<file path="config.mk">
export PLATFORM = sky130hd
export DESIGN_NAME = spi_reg_target
export DESIGN_NICKNAME = d
export VERILOG_FILES = /design/src/rtl/spi_reg_target.sv
export SDC_FILE = /design/constraint.sdc
export NUM_CORES = 1
export LEC_CHECK = 0
export ABC_AREA = 1
export ABC_CLOCK_PERIOD_IN_PS = 2600
export BUFFER_PORTS_ARGS = -buffer_cell sky130_fd_sc_hd__buf_4
export CAP_MARGIN = 0
export CELL_PAD_IN_SITES_DETAIL_PLACEMENT = 0
export CELL_PAD_IN_SITES_GLOBAL_PLACEMENT = 1
export CORE_ASPECT_RATIO = 1.5
export CORE_UTILIZATION = 47
export CTS_CLUSTER_SIZE = 10
export DETAILED_ROUTE_END_ITERATION = 6
export PLACE_DENSITY = 0.89
export RECOVER_POWER = 100
export SYNTH_ARGS = -nofsm -noshare
export SYNTH_HDL_FRONTEND = slang
export SYNTH_SLANG_ARGS = --single-unit
</file>
<file path="constraint.sdc">
create_clock -name Clk -period 2.6 [get_ports Clk]
set_input_delay 0.13 -clock Clk [delete_from_list [all_inputs] [get_ports Clk]]
set_output_delay 0.13 -clock Clk [all_outputs]
set_load 0.01 [all_outputs]
</file>
<file path="src/rtl/spi_reg_target.sv">
// SPI mode-0 target with a 32 x 8 register file.
// A second fabric port reads and writes the same registers.
module spi_reg_target (
  input  logic       Clk,
  input  logic       Reset,
  input  logic       SCLK,
  input  logic       SS_n,
  input  logic       MOSI,
  output logic       MISO,
  input  logic [7:0] status,
  input  logic [4:0] host_addr,
  input  logic       host_we,
  input  logic [7:0] host_wdata,
  output logic [7:0] host_rdata,
  output logic       spi_wr,
  output logic [4:0] spi_wr_addr,
  output logic       busy
);

  typedef enum logic [1:0] {
    IDLE,
    CMD,
    DATA
  } state_t;

  state_t      r_state;
  logic [2:0]  r_sclk_s;
  logic [2:0]  r_ss_s;
  logic [1:0]  r_mosi_s;
  logic [2:0]  r_cnt;
  logic [7:0]  r_tx_sh;
  logic [7:0]  r_rx_sh;
  logic [4:0]  r_addr;
  logic        r_wr;
  logic        r_spi_wr;
  logic [4:0]  r_spi_wr_addr;
  logic [7:0]  r_host_rdata;
  logic [7:0]  r_regs [32];

  logic        w_sclk_rise;
  logic        w_sclk_fall;
  logic        w_ss_fall;
  logic        w_ss_rise;
  logic        w_mosi;
  logic [7:0]  w_byte;
  logic        w_done;
  logic        w_spi_we;
  logic [4:0]  w_addr_nxt;

  // Two-flop synchronisers plus one history flop for edge detection.
  // SS_n resets low so a select held low through reset is not a fall.
  always_ff @(posedge Clk) begin
    if (Reset) begin
      r_sclk_s <= 3'b000;
      r_ss_s   <= 3'b000;
      r_mosi_s <= 2'b00;
    end else begin
      r_sclk_s <= {r_sclk_s[1:0], SCLK};
      r_ss_s   <= {r_ss_s[1:0], SS_n};
      r_mosi_s <= {r_mosi_s[0], MOSI};
    end
  end

  assign w_sclk_rise = r_sclk_s[1] & ~r_sclk_s[2];
  assign w_sclk_fall = ~r_sclk_s[1] & r_sclk_s[2];
  assign w_ss_fall   = ~r_ss_s[1] & r_ss_s[2];
  assign w_ss_rise   = r_ss_s[1] & ~r_ss_s[2];
  assign w_mosi      = r_mosi_s[1];

  assign w_byte     = {r_rx_sh[6:0], w_mosi};
  assign w_done     = w_sclk_rise && (r_cnt == 3'd7);
  assign w_addr_nxt = r_addr + 5'd1;
  assign w_spi_we   = (r_state == DATA) && r_wr && w_done && !w_ss_rise;

  // Transaction FSM: bit counting, shift registers and burst address.
  always_ff @(posedge Clk) begin
    if (Reset) begin
      r_state       <= IDLE;
      r_cnt         <= 3'd0;
      r_tx_sh       <= 8'h00;
      r_rx_sh       <= 8'h00;
      r_addr        <= 5'd0;
      r_wr          <= 1'b0;
      r_spi_wr      <= 1'b0;
      r_spi_wr_addr <= 5'd0;
    end else begin
      r_spi_wr <= 1'b0;
      if (w_ss_rise) begin
        r_state <= IDLE;
        r_cnt   <= 3'd0;
        r_tx_sh <= 8'h00;
        r_rx_sh <= 8'h00;
      end else begin
        unique case (r_state)
          IDLE: begin
            if (w_ss_fall) begin
              r_state <= CMD;
              r_tx_sh <= status;
              r_cnt   <= 3'd0;
              r_rx_sh <= 8'h00;
            end
          end
          CMD, DATA: begin
            if (w_sclk_rise) begin
              r_rx_sh <= w_byte;
              r_cnt   <= r_cnt + 3'd1;
            end else if (w_sclk_fall && r_cnt != 3'd0) begin
              r_tx_sh <= {r_tx_sh[6:0], 1'b0};
            end
            if (w_done) begin
              if (r_state == CMD) begin
                r_state <= DATA;
                r_addr  <= w_byte[7:3];
                r_wr    <= w_byte[1];
                r_tx_sh <= w_byte[1] ? 8'h00 : r_regs[w_byte[7:3]];
              end else begin
                r_addr <= w_addr_nxt;
                if (r_wr) begin
                  r_spi_wr      <= 1'b1;
                  r_spi_wr_addr <= r_addr;
                  r_tx_sh       <= 8'h00;
                end else begin
                  r_tx_sh <= r_regs[w_addr_nxt];
                end
              end
            end
          end
          default: r_state <= IDLE;
        endcase
      end
    end
  end

  // Register file; an SPI write beats a fabric write to the same address.
  always_ff @(posedge Clk) begin
    if (Reset) begin
      for (int i = 0; i < 32; i++) begin
        r_regs[i] <= 8'h00;
      end
    end else begin
      if (host_we && !(w_spi_we && host_addr == r_addr)) begin
        r_regs[host_addr] <= host_wdata;
      end
      if (w_spi_we) begin
        r_regs[r_addr] <= w_byte;
      end
    end
  end

  // Fabric read port with one cycle of latency.
  always_ff @(posedge Clk) begin
    if (Reset) begin
      r_host_rdata <= 8'h00;
    end else begin
      r_host_rdata <= r_regs[host_addr];
    end
  end

  assign MISO        = (r_state != IDLE) & r_tx_sh[7];
  assign busy        = (r_state != IDLE);
  assign spi_wr      = r_spi_wr;
  assign spi_wr_addr = r_spi_wr_addr;
  assign host_rdata  = r_host_rdata;

endmodule

</file>
==> results.tsv <==
metric	value	unit
Avg Inst Size Synth	7.22	um^2
delay-heaviest family, CP	buffers and inverters	
mapped cell area	20800	um^2
total global-route track usage	0.437	
largest net degree at the start of global routing	153	
Setup TNS	0	ps
maximum clock rate	395	MHz
CTS Root Cell	clkbuf_16	
Buf/Inv on CP	4	
Routability Congestion	1.04	
core area	43800	um^2
fill count	4181	
hold slack	20.3	ps
Finished Layout Cells	3523	
Ys Warns	0	
most frequent cells in the layout	744 x nand2_1, 591 x nand3_1, 263 x o21ai_0, 256 x edfxtp_1, 234 x inv_1	
share of cells above drive strength 1	0.104	
Reg2Reg Setup Slack	100	ps
Die Wd	174	um
Die Span Y	260	um
initial antenna violation count	2	
Min-Delay Endpoint	r_tx_sh[2]	
Routed Antenna Nets	0	
Multi-input gate area	10200	um^2
max-slew violations	0	
Critical R2R Launch	r_addr[0]	
# H-tree levels	2	
clock sinks	309	
initial core utilization	0.475	
post-synthesis instance total	2877	
commonest non-fill, non-tap cell in the layout	nand2_1	
worst slew pin tran	1290	ps
Worst R2R End	r_tx_sh[2]	
GRT overflow	0	
total of max-cap violations	0	
Hold Fails Final Rpt	0	
register area share after synthesis	0.421	
IO Port Bufs	42	
io pins	43	
# DRC	0	
period utilization	0.974	
setup violators final	0	
post-route minimum period	2530	ps
Worst setup SP type	primary input	
number of DRC markers in iteration 0	3279	
FF-to-FF path depth	12	
placed insts	3449	
critical hold path startpoint	status[2]	
PwrDens	551	nW/um^2
Vias	22800	
CTS tree	done	
WL per Instance	28.5	um
clock buffer depth	3	
Worst setup EP type	flip-flop	
clk_skew	20.4	ps
Worst VDD drop	519	uV
die area	45100	um^2
cell area after layout	23600	um^2
area leader, netlist	edfxtp_1	
# rows	94	
vias per cell	6.47	
Worst Hold Depth	4	
Routed WL	100	mm
Critical Path RT	2950	ps
first-pass GRT wire length	142	mm
Critical-path top delay cell	inv_1	
HPWL after DPL	67.3	mm
Area after DPL	22600	um^2
Worst EP arrival	2880	ps
cts bufs inserted	38	
number of global-route vias before repair	21100	
worst hold path type	primary input to flip-flop	
cell chain of the critical path	clkbuf_4 -> inv_1 -> nor2_1 -> inv_1 -> clkbuf_1 -> o22ai_1 -> o21ai_0 -> nand2_1 -> nor2_1 -> a21oi_1	
CP peak stage delay	920	ps
Slew headroom	0.138	
P_leak	9.29	nW
Syn Nets	2916	
post-synth cell types	38	
RSZ-0062 raised after global routing	no	
kind of critical path	primary input to flip-flop	
Yosys reg bits	309	
clk_lat worst skew	560	ps
clock slew at reported path FFs	50	ps
status	finished, final reports clean	
fin nets	2963	
Seq. cell area	8760	um^2
Area contributors post-synth	edfxtp_1 37%, nand3_1 14%, nand2_1 13%	
Initial DRT Pass Iterations	6	
Worst Path Max Fanout	27	
P&R area growth vs syn	13.6	%
top cell type's share of synthesized area	0.370	
-- repair_timing --
action / CTS / global route
hold buffers: 10 / 0
setup endpoints to repair: 1 / 93
resized for setup: 1 / 13
pin swaps: 0 / 1
setup buffers: 0 / 1
endpoints found under the hold margin: 10 / 0
-- sequential cells by signal, indices dropped and copies added (netlist names), 2 cells and up, named ones only --
signal / cells
r_cnt: 3
r_tx_sh: 8
r_sclk_s: 3
r_rx_sh: 7
spi_wr_addr: 5
r_addr: 5
r_regs: 256
r_mosi_s: 2
r_ss_s: 3
r_state: 2
host_rdata: 8
-- where the power goes --
| group | total [mW] | leakage, nW | internal, mW | switching, mW |
|---|---|---|---|---|
| sequential | 5.97 | 2.87 | 5.68 | 0.294 |
| clock | 4.99 | 0.537 | 2.88 | 2.11 |
| combinational | 2.05 | 5.88 | 0.624 | 1.43 |
-- worst register-to-register path: cells and delay by family (launching register included) --
kind            cells  cell delay (ps)
fa+ha+maj           1              350
simple gates        7             1040
compound gates      1              150
buf+inv             3              510
flops               1              390
-- metrics by stage --
step                utilization  power (mW)  setup slack [ps]
CTS                       0.544        13.0              21.3
floorplan                     -        7.09               218
detailed placement        0.516        8.06             -1.37
finish                    0.539        13.0              67.2
global placement          0.516        8.03              48.2
global route              0.539        13.3              15.3
-- cells by family after synthesis --
| logic type | synth area share |
|---|---|
| AOI/OAI and AO/OA | 0.165 |
| xor gates and xnor gates | 0.00120 |
| adders and majority gates | 0.00723 |
| buffers and inverters | 0.0903 |
| DFF | 0.421 |
| and+or+nand+nor | 0.315 |
-- final cells by class --
type	count	share of cell area
well taps	576	0.0305
diodes	1	0.000106
flip-flops and latches	309	0.371
clock inverters	4	0.00249
clock buffers	58	0.0447
inverters	254	0.0410
multi-input cells	2089	0.431
repair buffers	232	0.0793
-- Yosys cell counts, drive strengths merged --
master / n
nand2: 746
nand3: 596
o21ai: 279
edfxtp: 256
inv: 250
o22ai: 146
clkbuf: 139
nor2: 120
buf: 86
o211ai: 54
dfxtp: 53
a22oi: 48
a21oi: 39
nor3: 19
ha: 12
nand4: 10
a22o: 6
clkinv: 4
a211oi: 3
o221ai: 3
a21o: 2
a31oi: 2
a221oi: 1
o21a: 1
xnor2: 1
xor2: 1
-- worst max path at each step --
stage	startpoint	to	slack [ps]	depth (start not counted)
floorplan	r_addr[0]	r_tx_sh[3]	220	16
global placement	r_addr[1]	r_tx_sh[0]	50	10
detailed placement	r_cnt[1]	r_regs[4][2]	-1	11
CTS	r_addr[1]	r_tx_sh[0]	20	10
global route	r_cnt[1]	r_regs[22][2]	20	11
finish	host_addr[1]	host_rdata[7]	70	10
-- per-layer routing --
layer	vias to the layer above	track usage	part of all wire
met5	-	0	0
met4	0	0.369	0.099
met3	460	0.0725	0.093
met2	1575	0.717	0.46
met1	10700	0.499	0.35
li1	10100	-	-
Note: power is estimated with default switching activity, not from simulation.
